$ cat src/rtl/twin_reg_cell.sv
// Single WIDTH-bit D register with synchronous, active-high reset to RST_VAL.
// One of these carries each channel of twin_reg.
module twin_reg_cell #(
    parameter int unsigned           WIDTH   = 8,
    parameter logic [WIDTH-1:0]      RST_VAL = '0
) (
    input  logic             clk,
    input  logic             rst,
    input  logic [WIDTH-1:0] d,
    output logic [WIDTH-1:0] q
);

    logic [WIDTH-1:0] q_q;
    logic [WIDTH-1:0] q_d;

    // The register loads on every edge, so the next state is simply the input.
    assign q_d = d;

    always_ff @(posedge clk) begin
        if (rst) begin
            q_q <= RST_VAL;
        end else begin
            q_q <= q_d;
        end
    end

    assign q = q_q;

endmodule

$ cat src/rtl/twin_reg.sv
// Two independent staging registers sharing one clock and one synchronous reset.
// Channel 1 carries d1 to q1 and channel 2 carries d2 to q2, each with one cycle of latency.
module twin_reg #(
    parameter int unsigned      WIDTH    = 8,
    parameter logic [WIDTH-1:0] RST_VAL1 = '0,
    parameter logic [WIDTH-1:0] RST_VAL2 = '0
) (
    input  logic             clk,
    input  logic             rst,
    input  logic [WIDTH-1:0] d1,
    input  logic [WIDTH-1:0] d2,
    output logic [WIDTH-1:0] q1,
    output logic [WIDTH-1:0] q2
);

    twin_reg_cell #(
        .WIDTH   (WIDTH),
        .RST_VAL (RST_VAL1)
    ) u_ch1 (
        .clk (clk),
        .rst (rst),
        .d   (d1),
        .q   (q1)
    );

    twin_reg_cell #(
        .WIDTH   (WIDTH),
        .RST_VAL (RST_VAL2)
    ) u_ch2 (
        .clk (clk),
        .rst (rst),
        .d   (d2),
        .q   (q2)
    );

endmodule

$ cat config.mk
export PLATFORM = sky130hd
export DESIGN_NAME = twin_reg
export DESIGN_NICKNAME = d
export VERILOG_FILES = /design/src/rtl/twin_reg_cell.sv /design/src/rtl/twin_reg.sv
export SDC_FILE = /design/constraint.sdc
export NUM_CORES = 1
export LEC_CHECK = 0
export CORE_MARGIN = 4
export CORE_UTILIZATION = 35
export CTS_BUF_LIST = sky130_fd_sc_hd__clkbuf_4 sky130_fd_sc_hd__clkbuf_8
export CTS_CLUSTER_DIAMETER = 80
export DETAILED_ROUTE_END_ITERATION = 10
export GPL_TIMING_DRIVEN = 0
export PLACE_DENSITY = 0.82
export SLEW_MARGIN = 20
export SYNTH_ARGS = -nofsm -noshare
export SYNTH_HDL_FRONTEND = slang
export SYNTH_SLANG_ARGS = --single-unit
$ cat constraint.sdc
create_clock -name clk -period 0.8 [get_ports clk]
set_input_delay 0.16 -clock clk [delete_from_list [all_inputs] [get_ports clk]]
set_output_delay 0.16 -clock clk [all_outputs]
set_load 0.02 [all_outputs]
Word-level counts from Yosys, hierarchy flattened. Index checks and enable logic that the tools add are counted.

Flip-flop bits (word level): 16. Bits in latches: 0. RAM bits: 0. Bits in read-only memories: 0. Input bits: 18. Output and inout port bits: 16. Word-level logic and storage cells: 2. Memories: 0.

Add/sub/neg operators: 0. Multipliers: 0. Divide/modulo/power cells: 0. Magnitude comparators: 0. Eq/ne operators: 0. Shift-type cells: 0. Mux-type cells: 0. Bitwise gates (word level): 0. Reduce and logical (&&, ||, !) cells: 0.

Depth between registers and ports, before layout.
Word-level depth: 0. Depth in mapped cells: 2. Gate-level depth less buffers: 1.

Modules after synthesis. A second synthesis with hierarchy kept.

Cells, all modules: 32. Area total of the unflattened synthesis: 420.4 sq um.

By module, submodules not included: twin_reg_cell (instances 2, cells an instance 16, area an instance 210.2 sq um, sequential area each 160.2 sq um).

Worst setup path after synthesis. No wires, ideal clock.

Path kind: reg-to-output. From: reg u_ch1.q_q[0] (netlist: u_ch1.q[0]). To: out q1[0]. Arrival: 395 ps. Required time: 640 ps. Path slack: 245 ps. Cell stages (with the launch flop): 1. Path buffers: 0. Path through: dfxtp_1.

RTL lines: start: declaration (RTL line twin_reg_cell.sv:13) `logic [WIDTH-1:0] q_q;`; start signal: assignment (RTL line twin_reg_cell.sv:23) `q_q <= q_d;`; end: declaration (RTL line twin_reg.sv:12) `output logic [WIDTH-1:0] q1,`.

No word-level cell between the ends.

Worst setup path after layout.
From: reg u_ch1.q_q[3] (netlist: u_ch1.q[3]). To: out q1[3].

No word-level cell between the ends.

==> reports/qor.csv <==
stage;metric;value;unit
run_status;outcome;complete, but fails checks;
run_status;violations;setup timing;
clock_tree;clockBufferDepth;2;
clock_tree;htreeDepth;1;
clock_tree;root_buffer;clkbuf_4;
placement;placedCellCount;80;
global_route;grt_pass1_vias;326;
power_and_ir_drop;leakage;0.3892;nW
yosys;synth_top_area_frac;0.6900;
finish;area_delta_synth_final;91.11;%
sta;worst_slack;-0.08111;ns
yosys;synth_area;464.2;um^2
critical_path;path_cells;buf_6;
critical_path;worst-path-buf-inv;1;
power_and_ir_drop;powerDensity;1859;nW/um^2
sta;finalHoldViolCount;0;
power_and_ir_drop;power;1.649;mW
yosys;yosys_warnings;0;
finish;multi_input_area;132.6;um^2
yosys;synth-seq-area-share;0.6900;
drt;wire_per_inst;10.42;um
drt;wl_met3;105;um
drt;met1_length;302;um
drt;vias;329;
yosys;synth_area_per_cell;14.07;um^2
sta;hold_ws;0.4152;ns
placement;io_buffer_count;33;
sta;setup_viol;16;
drt;dr_wl_met2;451;um
finish;layout.cells.non_filler;84;
critical_path;path_delay_family;flip-flops;
floorplan;num_io_pins;34;
sta;slew_headroom;0.8764;
floorplan;initial_utilization;0.3964;
floorplan;design.core.area;1171;um^2
critical_path;required;0.64;ns
finish;antenna_cells;0;
drt;dr.max_layer_used;met4;
drt;drtPass1Iterations;1;
floorplan;die_w;44.42;um
clock_tree;cts_made_buffers;3;
floorplan;die_y;44.42;um
finish;seqCellArea;340.3;um^2
clock_tree;clock-sinks;16;
drt;drcViolationCount;0;
yosys;synth_area_leaders;dfxtp_1 (69%), nor2b_2 (13%), and2b_2 (11%);
finish;fin_nets;89;
critical_path;cp_max_fo;1;
flow_run;maxCapViolations;0;
critical_path;worstSetupPathType;reg2out;
sta;rsz0062_at_grt;yes;
floorplan;die_area;1973;um^2
yosys;synth_top_area_cell;dfxtp_1;
clock_tree;cts_tree;yes;
global_route;grt_pass1_wl;1435;um
floorplan;row_count;12;
drt;ant_nets;0;
critical_path;arrival;0.72;ns
yosys;syn-num-nets;51;
worst_hold_path;hp-class;in2reg;
yosys;ys_seq_elements;16;
critical_path;crit_slowest_cell;dfxtp_2;
finish;drive_gt1_frac;0.7143;
global_route;grt-ovfl-total;0;
yosys;syn_inst;33;
clock_tree;postCtsSetupBuffers;0;
critical_path;critPathMaxStageDelay;0.33;ns
drt;via_per_inst;3.917;
global_route;grt_max_degree;11;
yosys;synth.distinct_cells;5;
critical_path;cp-end-kind;output port;
global_route;grt_use_total;0.1043;
power_and_ir_drop;ir_drop;1.270;mV
finish;fill_cells;75;
critical_path;worstSetupStartpointType;flip-flop;
sta;tightestPinTransition;0.1853;ns
clock_tree;clk_pin_slew;0.09;ns
sta;fin_crit_sh;1.101;
global_route;antenna_found_initial;0;
drt;drt_wl_total;875;um
sta;maxSlewViolCount;0;
sta;period_minus_slack;0.8811;ns
placement;dp_hpwl;674.6;um
placement;place_congestion;0.5751;
sta;fmax;1.135;GHz
drt;drt_iter0_markers;0;
path summary, 6_finish.rpt:
path	cells after the start	slack, ns	endpoint	start
worst max-delay path	1	-0.08	q1[3]	u_ch1.q[3]
worst min-delay path	2	0.42	u_ch1.q[7]	rst
state kept, by name, summed over array words and instances (netlist names):
name / cells
u_ch2.q: 8
u_ch1.q: 8
cell usage in the layout (no fill, tap or decap), drive strengths merged:
cell type and instances:
nor2b 10, and2b 6, dfxtp 16, dlygate4sd2 1, buf 17, clkdlybuf4s50 16, clkbuf 4
cell families (layout without fill, tap and decap cells):
family,count (synthesis),count (layout),share of synthesized area
flip-flops,16,16,0.6900
AND/OR/NAND/NOR,16,16,0.2857
buffers and inverters,1,38,0.02426
per-stage QoR:
stage	utilization	setup WS, ns	instance area [um^2]	setup TNS (ns)
after CTS	0.7575	-0.09489	887.1	-1.424
after global routing	0.7575	-0.1144	887.1	-1.719
after floorplan	-	0.2449	464.2	0
after detailed placement	0.6934	-0.3042	812.0	-8.552
after global placement	0.6934	-0.3008	812.0	-8.539
final	0.7575	-0.08111	887.1	-1.201
metal layers:
| metal | track usage | vias up |
|---|---|---|
| met5 | 0 | - |
| met2 | 0.1744 | 18 |
| met4 | 0.07229 | 0 |
| met3 | 0.03659 | 2 |
| met1 | 0.1081 | 137 |
| li1 | - | 172 |
power breakdown:
group / total [mW] / internal, mW / switching (mW)
sequential: 0.864 / 0.847 / 0.0172
combinational: 0.282 / 0.182 / 0.0994
clock: 0.504 / 0.276 / 0.227
cell usage after synthesis, drive strengths merged:
cell / number
buf: 1
nor2b: 10
dfxtp: 16
and2b: 6
area by class of cell:
type	instances	area share
Timing Repair Buffer	33	0.3935
Sequential cell	16	0.3836
Multi-Input combinational cell	16	0.1495
Clock buffer	4	0.04090
Tap cell	14	0.01975
Buffer	1	0.01269
timing repair:
action | 4_1_cts | 5_1_grt
resized for setup | 113 | 0
setup endpoints to repair | 19 | 16
cloned | 0 | 0
pin swaps | 0 | 0
hold buffers | 0 | 0
No activity file was read; power rests on OpenSTA's default activity.
